File: src/rtl/wb_cp0_unit.sv
// Write-back stage with an extended CP0: retires results into the register file and HI/LO,
// takes exceptions and interrupts, runs the Count/Compare timer and exports retired destinations.
module wb_cp0_unit #(
  parameter logic [31:0] EXC_VECTOR = 32'h0000_0000,
  parameter int          N_INT      = 6,
  parameter int          HIST_DEPTH = 2,
  parameter int          TIMER_EN   = 1
) (
  input  logic                    clk,
  input  logic                    resetn,
  input  logic                    wb_valid,
  input  logic                    wb_wen,
  input  logic [4:0]              wb_wdest,
  input  logic [31:0]             wb_result,
  input  logic [31:0]             wb_lo_result,
  input  logic                    hi_write,
  input  logic                    lo_write,
  input  logic                    mfhi,
  input  logic                    mflo,
  input  logic                    mfc0,
  input  logic                    mtc0,
  input  logic [7:0]              cp0_addr,
  input  logic                    exc_in,
  input  logic [4:0]              exc_code_in,
  input  logic [31:0]             bad_vaddr,
  input  logic                    eret,
  input  logic [31:0]             wb_pc,
  input  logic [N_INT-1:0]        int_in,
  output logic                    rf_wen,
  output logic [4:0]              rf_wdest,
  output logic [31:0]             rf_wdata,
  output logic                    exc_valid,
  output logic [31:0]             exc_pc,
  output logic                    cancel,
  output logic [5*HIST_DEPTH-1:0] hist_dest,
  output logic [31:0]             hi_data,
  output logic [31:0]             lo_data,
  output logic                    int_pending
);

  localparam logic [4:0] REG_BADVADDR = 5'd8;
  localparam logic [4:0] REG_COUNT    = 5'd9;
  localparam logic [4:0] REG_COMPARE  = 5'd11;
  localparam logic [4:0] REG_STATUS   = 5'd12;
  localparam logic [4:0] REG_CAUSE    = 5'd13;
  localparam logic [4:0] REG_EPC      = 5'd14;

  logic [31:0]                 r_hi, r_lo, r_epc, r_badVaddr, r_count, r_compare;
  logic                        r_ie, r_exl, r_ti, r_wrapped;
  logic [N_INT-1:0]            r_im, r_ip;
  logic [4:0]                  r_excCode;
  logic [HIST_DEPTH-1:0][4:0]  r_hist;

  logic                        w_intTake, w_trap, w_eretTake, w_retire, w_mtc0, w_sel0;
  logic                        w_timerMatch;
  logic [4:0]                  w_trapCode, w_cp0Reg;
  logic [31:0]                 w_status, w_cause, w_cp0Rdata;
  logic [N_INT-1:0]            w_ipNext;

  assign w_cp0Reg    = cp0_addr[7:3];
  assign w_sel0      = (cp0_addr[2:0] == 3'd0);
  assign int_pending = r_ie & ~r_exl & (|(r_ip & r_im));
  assign w_intTake   = wb_valid & int_pending;
  assign w_trap      = w_intTake | (wb_valid & exc_in);
  assign w_eretTake  = wb_valid & ~w_trap & eret;
  assign w_retire    = wb_valid & ~w_trap & ~eret;
  assign w_mtc0      = w_retire & mtc0 & w_sel0;
  assign w_trapCode  = w_intTake ? 5'd0 : exc_code_in;

  // Compare == 0 only matches once Count has wrapped, so reset does not fire the timer.
  assign w_timerMatch = (TIMER_EN != 0) && (r_count == r_compare) &&
                        ((r_compare != 32'd0) || r_wrapped);

  always_comb begin
    w_ipNext = int_in;
    w_ipNext[N_INT-1] = int_in[N_INT-1] | r_ti;
  end

  always_comb begin
    w_status = '0;
    w_status[0] = r_ie;
    w_status[1] = r_exl;
    w_status[8 +: N_INT] = r_im;
    w_cause = '0;
    w_cause[30] = r_ti;
    w_cause[8 +: N_INT] = r_ip;
    w_cause[6:2] = r_excCode;
    w_cp0Rdata = '0;
    if (w_sel0) begin
      case (w_cp0Reg)
        REG_BADVADDR: w_cp0Rdata = r_badVaddr;
        REG_COUNT:    w_cp0Rdata = r_count;
        REG_COMPARE:  w_cp0Rdata = r_compare;
        REG_STATUS:   w_cp0Rdata = w_status;
        REG_CAUSE:    w_cp0Rdata = w_cause;
        REG_EPC:      w_cp0Rdata = r_epc;
        default:      w_cp0Rdata = '0;
      endcase
    end
  end

  assign rf_wen    = resetn & w_retire & wb_wen;
  assign rf_wdest  = wb_wdest;
  assign rf_wdata  = mfhi ? r_hi : mflo ? r_lo : mfc0 ? w_cp0Rdata : wb_result;
  assign exc_valid = resetn & (w_trap | w_eretTake);
  assign cancel    = exc_valid;
  assign exc_pc    = w_trap ? EXC_VECTOR : r_epc;
  assign hist_dest = r_hist;
  assign hi_data   = r_hi;
  assign lo_data   = r_lo;

  always_ff @(posedge clk) begin
    if (!resetn) begin
      r_hi       <= '0;
      r_lo       <= '0;
      r_epc      <= '0;
      r_badVaddr <= '0;
      r_count    <= '0;
      r_compare  <= '0;
      r_ie       <= 1'b0;
      r_exl      <= 1'b0;
      r_ti       <= 1'b0;
      r_wrapped  <= 1'b0;
      r_im       <= '0;
      r_ip       <= '0;
      r_excCode  <= '0;
      r_hist     <= '0;
    end else begin
      r_ip <= w_ipNext;
      r_hist[0] <= (rf_wen && (wb_wdest != 5'd0)) ? wb_wdest : 5'd0;
      for (int k = 1; k < HIST_DEPTH; k++) begin
        r_hist[k] <= r_hist[k-1];
      end

      if (w_retire && hi_write) r_hi <= wb_result;
      if (w_retire && lo_write) r_lo <= wb_lo_result;

      if (TIMER_EN != 0) begin
        if (w_mtc0 && (w_cp0Reg == REG_COUNT)) begin
          r_count <= wb_result;
        end else begin
          r_count <= r_count + 32'd1;
          if (r_count == 32'hFFFF_FFFF) r_wrapped <= 1'b1;
        end
        if (w_mtc0 && (w_cp0Reg == REG_COMPARE)) begin
          r_compare <= wb_result;
          r_ti      <= 1'b0;
        end else if (w_timerMatch) begin
          r_ti <= 1'b1;
        end
      end

      // A trap suppresses any mtc0 carried by the same instruction.
      if (w_trap) begin
        r_epc     <= wb_pc;
        r_exl     <= 1'b1;
        r_excCode <= w_trapCode;
        if ((w_trapCode == 5'd4) || (w_trapCode == 5'd5)) r_badVaddr <= bad_vaddr;
      end else if (w_eretTake) begin
        r_exl <= 1'b0;
      end else if (w_mtc0) begin
        case (w_cp0Reg)
          REG_STATUS: begin
            r_ie  <= wb_result[0];
            r_exl <= wb_result[1];
            r_im  <= wb_result[8 +: N_INT];
          end
          REG_CAUSE: r_excCode <= wb_result[6:2];
          REG_EPC:   r_epc     <= wb_result;
          default:   ;
        endcase
      end
    end
  end

endmodule

File: config.mk
export PLATFORM = sky130hd
export DESIGN_NAME = wb_cp0_unit
export DESIGN_NICKNAME = d
export VERILOG_FILES = /design/src/rtl/wb_cp0_unit.sv
export SDC_FILE = /design/constraint.sdc
export NUM_CORES = 1
export LEC_CHECK = 0
export BUFFER_PORTS_ARGS = -buffer_cell sky130_fd_sc_hd__clkbuf_2
export CAP_MARGIN = 20
export CORE_UTILIZATION = 35
export DETAILED_ROUTE_END_ITERATION = 6
export GPL_TIMING_DRIVEN = 1
export PLACE_DENSITY = 0.69
export SLEW_MARGIN = 20
export SYNTH_ARGS = -nofsm -noshare
export SYNTH_HDL_FRONTEND = slang
export SYNTH_SLANG_ARGS = --single-unit
export TNS_END_PERCENT = 5
File: constraint.sdc
create_clock -name clk -period 2.1 [get_ports clk]
set_input_delay 0.21 -clock clk [delete_from_list [all_inputs] [get_ports clk]]
set_output_delay 0.21 -clock clk [all_outputs]
set_load 0.01 [all_outputs]
* Word level (Yosys, flattened, before mapping) *
Cells that the tools add are included.

word-level totals
  bits in registers = 223
  bits in latches = 0
  memory bits (writable) = 0
  ROM bits = 0
  input bits = 164
  output and inout bits = 147
  word-level logic and storage cells = 94
  memories = 0

cells by class
  add/subtract/negate cells = 1
  multipliers = 0
  div/mod/pow operators = 0
  $lt $le $gt $ge = 0
  equality and inequality tests = 11
  shift-type cells = 0
  mux-type cells = 20
  bitwise logic cells = 22
  reductions and logical operators = 25

operators by type and width
  kind                                            count
  two-way mux 32 bit                              10
  one-hot mux 32 bit (6 select lines)             1
  adder 32 x 1 -> 32 bit (second input constant)  1
  == test 32 bit                                  1
  == test 32 bit (second input constant)          1
  nonzero test 32 bit                             1
  == test 5 x 4 -> 1 bit (second input constant)  6
  two-way mux 5 bit                               5
  AND 1 bit                                       12
  == test 5 x 3 -> 1 bit (second input constant)  2
  AND reduction 2 bit                             4
  AND 6 bit                                       1
  logical AND 1 bit                               6
  inverter 1 bit                                  6
  AND reduction 3 bit                             2
  nonzero test 2 bit                              3
  nonzero test 3 bit                              2
  OR reduction 6 bit                              1
  nonzero test 5 bit                              1
  two-way mux 1 bit                               4
  AND reduction 4 bit                             1
  zero test 3 bit                                 1
  bitwise OR 1 bit                                3
  logical OR 1 bit                                2
  other kinds (2)                                 2

* Logic depth before layout (Yosys ltp) *
Gate-level depths: netlist of run 1.

  depth after elaboration = 13
  depth in mapped cells = 9
  depth with buffers taken out = 6

* Worst setup path before layout of run 1 *
No wires, ideal clock.

  path kind = input to output
  start = input port cp0_addr[3]
  end = output port rf_wdata[15]
  arrival = 1590 ps
  required time = 1890 ps
  setup slack = 300 ps
  stages on the path = 8
  buffers on the path = 3
  path through = buf_4 and4bb_1 buf_2 buf_2 nand3_1 a31oi_1 a211oi_1 o31ai_1

on the way
  word-level cells in the longest chain between the ends = 6
  elaborated cells on any way between the ends = 11
  those cells by class = eq/ne: 6; mux: 5

RTL lines
  what                                     line  text
  from (decl)                              22    input logic [7:0] cp0_addr,
  == test 5 x 4 -> 1 bit                   90    case (w_cp0Reg)
  one-hot mux 32 bit (6 select lines) (*)  90
  two-way mux 32 bit (*)                   89    if (w_sel0) begin
  two-way mux 32 bit (*) (3 in a row)      104   assign rf_wdata = mfhi ? r_hi : mflo ? r_lo : mfc0 ? w_cp0Rdata : wb_result;
  to (decl)                                31    output logic [31:0] rf_wdata,

Every way passes the cells marked *; elsewhere a longest branch is shown, timed or not.

* Worst setup path in the final report of run 1 *
  start = register r_ip[1]
  end = output port exc_pc[30]

on the way
  word-level cells in the longest chain between the ends = 6

RTL lines
  what                    line  text
  from (decl)             50    logic [N_INT-1:0] r_im, r_ip;
  from (signal assigned)  129   r_ip <= w_ipNext;
  AND 6 bit               62    assign int_pending = r_ie & ~r_exl & (|(r_ip & r_im));
  OR reduction 6 bit      62
  AND 1 bit               62
  AND 1 bit               63    assign w_intTake = wb_valid & int_pending;
  bitwise OR 1 bit        64    assign w_trap = w_intTake | (wb_valid & exc_in);
  two-way mux 32 bit      107   assign exc_pc = w_trap ? EXC_VECTOR : r_epc;
  to (decl)               33    output logic [31:0] exc_pc,

No other way between the ends.

==> impl_metrics.toml, run 1 <==
[global_routing]
grt_antenna_before_repair = 2
grt_overflow = 0
grt_pass1_wl_um = 78800
grt_max_degree = 67
grt_pass1_vias = 12800
globalRouteTotalUtil_pct = 28.8

[synth]
synthTopCellsByArea = "dfxtp_1 37%, nand3_1 7.2%, nand2_1 7.1%"
synth_top_cell_by_area = "dfxtp_1"
yosysMostFrequentCell = "nand2_1"
synth.distinct_cells = 67
syn_area_um2 = 12000
synth_edf_count = 0
synthArstFlopShare_pct = 0
ys.flop_type = "dfxtp_1"
syn_nets = 1660
yosysSeqAreaShare_pct = 37.1
synthTopCellsByCount = "226 x nand2_1, 223 x dfxtp_1, 173 x nand3_1"
synth_top_area_share_pct = 37.1
ys_ff_latch = 223
syn_avg_cell_area_um2 = 8.04
syn_inst = 1495
synth_warnings = 0

[sta]
finClkSkew_ns = 0.0177
finalMaxSlewViolations = 0
timing.final.crit_share_pct = 111
hold_viol_final = 0
setup_viol = 53
rsz0062_at_grt = "yes"
setup_ws_ns = -0.225
period_needed_ns = 2.33
fmax_mhz = 430
relSlewSlack_pct = 66.5
tightest_slew_ns = 0.498

[floorplan]
row_count = 67
core_area_um2 = 33700
die_y_um = 187
die_w_um = 187
dieArea_um2 = 35100
initial_core_util_pct = 35.7
pin_count = 311

[routing]
drcViolationCount = 0
drt-initial-drc-count = 1330
wl_per_cell_um = 22.2
viasPerCell = 5.64
dr.pass1.iters = 5
drt-total-wl_um = 52800
ant_nets = 0
vias = 13400

[place]
gp_congestion = 0.994
port_buffers = 310
place_inst = 2209
dp_hpwl_um = 38000

[status]
status = "finished with violations"
violations = "negative setup slack"

[setup_path]
path_max_fanout = 7
arrival_ns = 2.12
end_kind = "output port"
worst-setup-path-type = "reg2out"
start_kind = "flip-flop"
cp.required_ns = 1.89

[cts]
htreeDepth = 1
cts_buffers = 26
worstSkewPairLatency_ns = 0.54
clock_path_buffers = 3
clk_pin_slew_ns = 0.06
cts_sinks = 223
cts_tree = "yes"
root_buffer = "clkbuf_16"

[cells_and_area]
fill_cells = 3108
final_util_pct = 51.2
drive_gt1_share_pct = 34.8
seq_area_um2 = 4580
final_cells = 2376
syn_to_final_growth_pct = 43.5
fin_nets = 2074
multi_input_area_um2 = 7130

[power]
power.density_nw_per_um2 = 628
leakage_uw = 0.00670
ir_worst_vdd_v = 0.000444

[worst_hold_path]
hp-class = "in2reg"

[flow_run]
max_cap_viol_count = 0
-- layer usage --
metal / part of all wire, % / routed length [µm] / global-route usage, %
met1: 42 / 22400 / 39.3
met2: 44 / 23200 / 44.4
met3: 10 / 5370 / 6.25
met4: 3.4 / 1770 / 9.99
met5: 0 / 0 / 0
-- critical path: stages (launching register included) --
cell	delay, ns
dfxtp_2	0.34
a22oi_2	0.32
a31oi_4	0.15
o21ai_4	0.16
buf_12	0.18
buf_12	0.14
and2_4	0.17
buf_6	0.10
-- registers in the layout, indices dropped and copies added, names as in the netlist, 5 cells and up --
name,flops
hi_data,32
r_compare,32
hist_dest,10
r_epc,32
r_excCode,5
lo_data,32
r_badVaddr,32
r_count,32
r_im,6
r_ip,6
-- through the flow --
step | area [µm²] | power [µW] | TNS [ns] | worst slack [ns] | hold slack (ns)
after global placement | 14400 | 5760 | -1.34 | -0.163 | 0.423
after CTS | 16900 | 10800 | -6.66 | -0.209 | 0.000165
after floorplan | 12000 | 5080 | 0 | 0.300 | 0.326
final | 17200 | 10800 | -7.65 | -0.225 | 0.00369
after global routing | 17200 | 11100 | -10.68 | -0.258 | 0.0202
after detailed placement | 14400 | 5770 | -1.77 | -0.197 | 0.422
-- kinds of logic (layout without fill, tap and decap cells) --
logic type | count (synthesis) | in the layout | synth area share [%]
DFF | 223 | 223 | 37.1
other | 0 | 1 | 0
AOI/OAI and AO/OA | 351 | 351 | 19.4
buffers and inverters | 158 | 590 | 6.53
adders and majority gates | 1 | 1 | 0.104
muxes | 63 | 63 | 5.53
xor gates and xnor gates | 63 | 63 | 4.59
and+or+nand+nor | 636 | 636 | 26.7
-- path summary, 6_finish.rpt --
path / startpoint / end / slack, ns / cells after the start
max reg2reg: r_ip[1] / r_epc[20] / 0.07 / 9
max: r_ip[1] / exc_pc[30] / -0.23 / 7
min: wb_pc[8] / r_epc[8] / 0.004 / 3
min reg2reg: r_excCode[1] / r_excCode[1] / 0.46 / 2
-- placed cells by master, fill, tap and decap left out, drive strengths merged, types with 52 or more instances in the layout --
cell and n:
a31oi 59, buf 156, clkbuf 306, dfxtp 223, dlygate4sd3 102, nand2 227
nand3 175, nor2 72, o21ai 150, xnor2 52
-- power by group --
group	switching [µW]	internal, µW
clock	1910	2910
sequential	105	4310
combinational	859	726
-- final cells by class --
cell class                 instances  area share, %
multi-input combinational       1114           41.3
clock inverter                    10          0.769
clock buffer                      36           4.46
tap                              448           3.25
sequential                       223           26.6
timing repair buffer             530           23.3
antenna                            1         0.0145
inverter                          14          0.305
-- what timing repair did --
action / CTS / global route
hold buffers: 101 / 1
pin swaps: 25 / 19
resized for setup: 117 / 116
endpoints found under the setup margin: 64 / 69
gates cloned: 4 / 2
hold endpoints to repair: 100 / 1
setup buffers: 12 / 3
Power figures use the tool's default switching activity.
==> run 2: changes to the inputs <==
--- a/config.mk
+++ b/config.mk
@@ -7,10 +7,12 @@
 export LEC_CHECK = 0
 export BUFFER_PORTS_ARGS = -buffer_cell sky130_fd_sc_hd__clkbuf_2
 export CAP_MARGIN = 20
+export CELL_PAD_IN_SITES_DETAIL_PLACEMENT = 0
+export CELL_PAD_IN_SITES_GLOBAL_PLACEMENT = 1
 export CORE_UTILIZATION = 35
 export DETAILED_ROUTE_END_ITERATION = 6
 export GPL_TIMING_DRIVEN = 1
-export PLACE_DENSITY = 0.69
+export PLACE_DENSITY = 0.86
 export SLEW_MARGIN = 20
 export SYNTH_ARGS = -nofsm -noshare
 export SYNTH_HDL_FRONTEND = slang
==> run 2 against run 1 <==
Effect of this change: sequential share of layout area down 0.69 points; first-iteration DRC count down 7.4%; count of clock-buffer cells in the layout is 4 lower; the run still ends with negative setup slack left.
==> impl_metrics.toml, run 2 (same netlist as run 1, synthesis figures left out) <==
[status]
status = "finished with violations"
violations = "negative setup slack"

[setup_path]
cpLargestDelayFamily = "compound AO/OA/AOI/OAI gates"
slowest_delay_ns = 0.34
start_kind = "flip-flop"
rrSetupSlack_ns = 0.08
cp-endpoint = "exc_pc[21]"
crit_path_top_delay_cell = "dfxtp_2"
end_kind = "output port"
crit_cells = 7
path_max_fanout = 7
path_buf_inv = 3
worst-setup-path-type = "reg2out"
reg2regPathDepth = 9
rr_endpoint = "lo_data[20]"
cp-startpoint = "r_ip[1]"
cp_cell_sequence = "a22oi_2, a31oi_4, o21ai_4, buf_12, clkbuf_16, and2_4, buf_6"
r2r-start = "r_ip[1]"
cp.required_ns = 1.89
arrival_ns = 2.12

[global_routing]
grt_pass1_vias = 12900
globalRouteTotalUtil_pct = 28.5
grt_antenna_before_repair = 1
grt_max_degree = 65
grt_overflow = 0
grt_pass1_wl_um = 78300

[cells_and_area]
fin_nets = 2101
layout_common_cells = "266 x clkbuf_2, 226 x nand2_1, 170 x nand3_1, 160 x dfxtp_1, 141 x o21ai_0"
fill_cells = 3068
syn_to_final_growth_pct = 47.6
finish.instance_area_um2 = 17700
drive_gt1_share_pct = 36.6
final_util_pct = 52.7
final_common_cell = "clkbuf_2"

[power]
report.power.total_uw = 11400
ir_worst_vdd_v = 0.000538
power.density_nw_per_um2 = 640
leakage_uw = 0.00697

[sta]
finClkSkew_ns = 0.0132
setup_viol = 58
setup_ws_ns = -0.233
holdWs_ns = 0.0128
period_needed_ns = 2.33
fmax_mhz = 429
hold_viol_final = 0
tightest_slew_ns = 0.578
relSlewSlack_pct = 61.5
timing.final.crit_share_pct = 111
rsz0062_at_grt = "yes"
finalMaxSlewViolations = 0

[cts]
cts_sinks = 223
cts_buffers = 27
worstSkewPairLatency_ns = 0.55
cts_tree = "yes"
clk_pin_slew_ns = 0.07
clock_path_buffers = 3
htreeDepth = 1
root_buffer = "clkbuf_16"

[routing]
dr.pass1.iters = 6
viasPerCell = 5.65
drcViolationCount = 0
drt-initial-drc-count = 1231
wl_per_cell_um = 21.8
vias = 13600
drt-total-wl_um = 52500
ant_nets = 0

[place]
gp_congestion = 0.977
dp_hpwl_um = 37300
place_area_um2 = 14500
port_buffers = 310

[floorplan]
die_y_um = 187
initial_core_util_pct = 35.7
core_area_um2 = 33700
pin_count = 311
dieArea_um2 = 35100
die_w_um = 187
row_count = 67

[worst_hold_path]
hp-class = "in2reg"
hold_start = "wb_pc[11]"

[flow_run]
max_cap_viol_count = 0
-- run 2: cell count changes in the layout (fill, tap and decap cells not counted), sizes merged --
cell	change
dlygate4sd3	+8
clkinvlp	-1
bufbuf	+1
clkbuf	-5
buf	+18
inv	+2
clkinv	+2
bufinv	+3
-- run 2: what timing repair did --
action / CTS / global route
cloned: 5 / 2
hold buffers: 110 / 0
gates resized for setup: 142 / 132
setup endpoints to repair: 63 / 71
pin swaps: 37 / 11
hold endpoints to repair: 109 / 0
buffers inserted: 12 / 9
-- run 2: stage by stage --
| step | setup WS, ns | cells | TNS (ns) |
|---|---|---|---|
| floorplan | 0.300 | 1495 | 0 |
| global placement | -0.110 | 2219 | -0.499 |
| detailed placement | -0.120 | 2219 | -1.43 |
| CTS | -0.226 | 2393 | -7.53 |
| global route | -0.283 | 2404 | -11.09 |
| finish | -0.233 | 2404 | -8.13 |
-- run 2: layout make-up --
type	count	area, µm²	area share (%)
diodes	1	2.50	0.0141
clock buffers	32	734	4.14
clock inverters	16	262	1.47
inverters	14	52.6	0.296
multi-input cells	1114	7200	40.6
flip-flops and latches	223	4590	25.9
well taps	448	561	3.16
repair buffers	556	4340	24.5
-- run 2: metal layers --
| metal | wire length (µm) | global-route usage (%) | vias to the layer above |
|---|---|---|---|
| met5 | 0 | 0 | - |
| met4 | 2160 | 12.2 | 0 |
| met3 | 5070 | 5.05 | 148 |
| met2 | 23000 | 43.5 | 822 |
| met1 | 22300 | 39.3 | 6405 |
| li1 | - | - | 6207 |
-- run 2: worst min path at each step --
stage,endpoint,cells after the start,slack (ns)
CTS,r_exl,3,0.0002
finish,r_epc[11],3,0.01
floorplan,r_ip[5],2,0.33
detailed placement,r_ip[3],2,0.43
global placement,lo_data[16],3,0.42
global route,r_compare[24],3,0.02
-- run 2: report_power, final --
part / internal, µW / switching [µW]
logic: 776 / 871
clock network: 3250 / 2040
registers: 4310 / 106
total: 8330 / 3020
-- run 2: worst reg2reg max path, stage by stage (launching register included) --
cell and delay [ns]:
dfxtp_2 0.34, a22oi_2 0.27, buf_4 0.17, a32o_2 0.18, buf_6 0.14, buf_4 0.13
and3_2 0.22, buf_12 0.23, nand3_1 0.16, o21ai_0 0.11
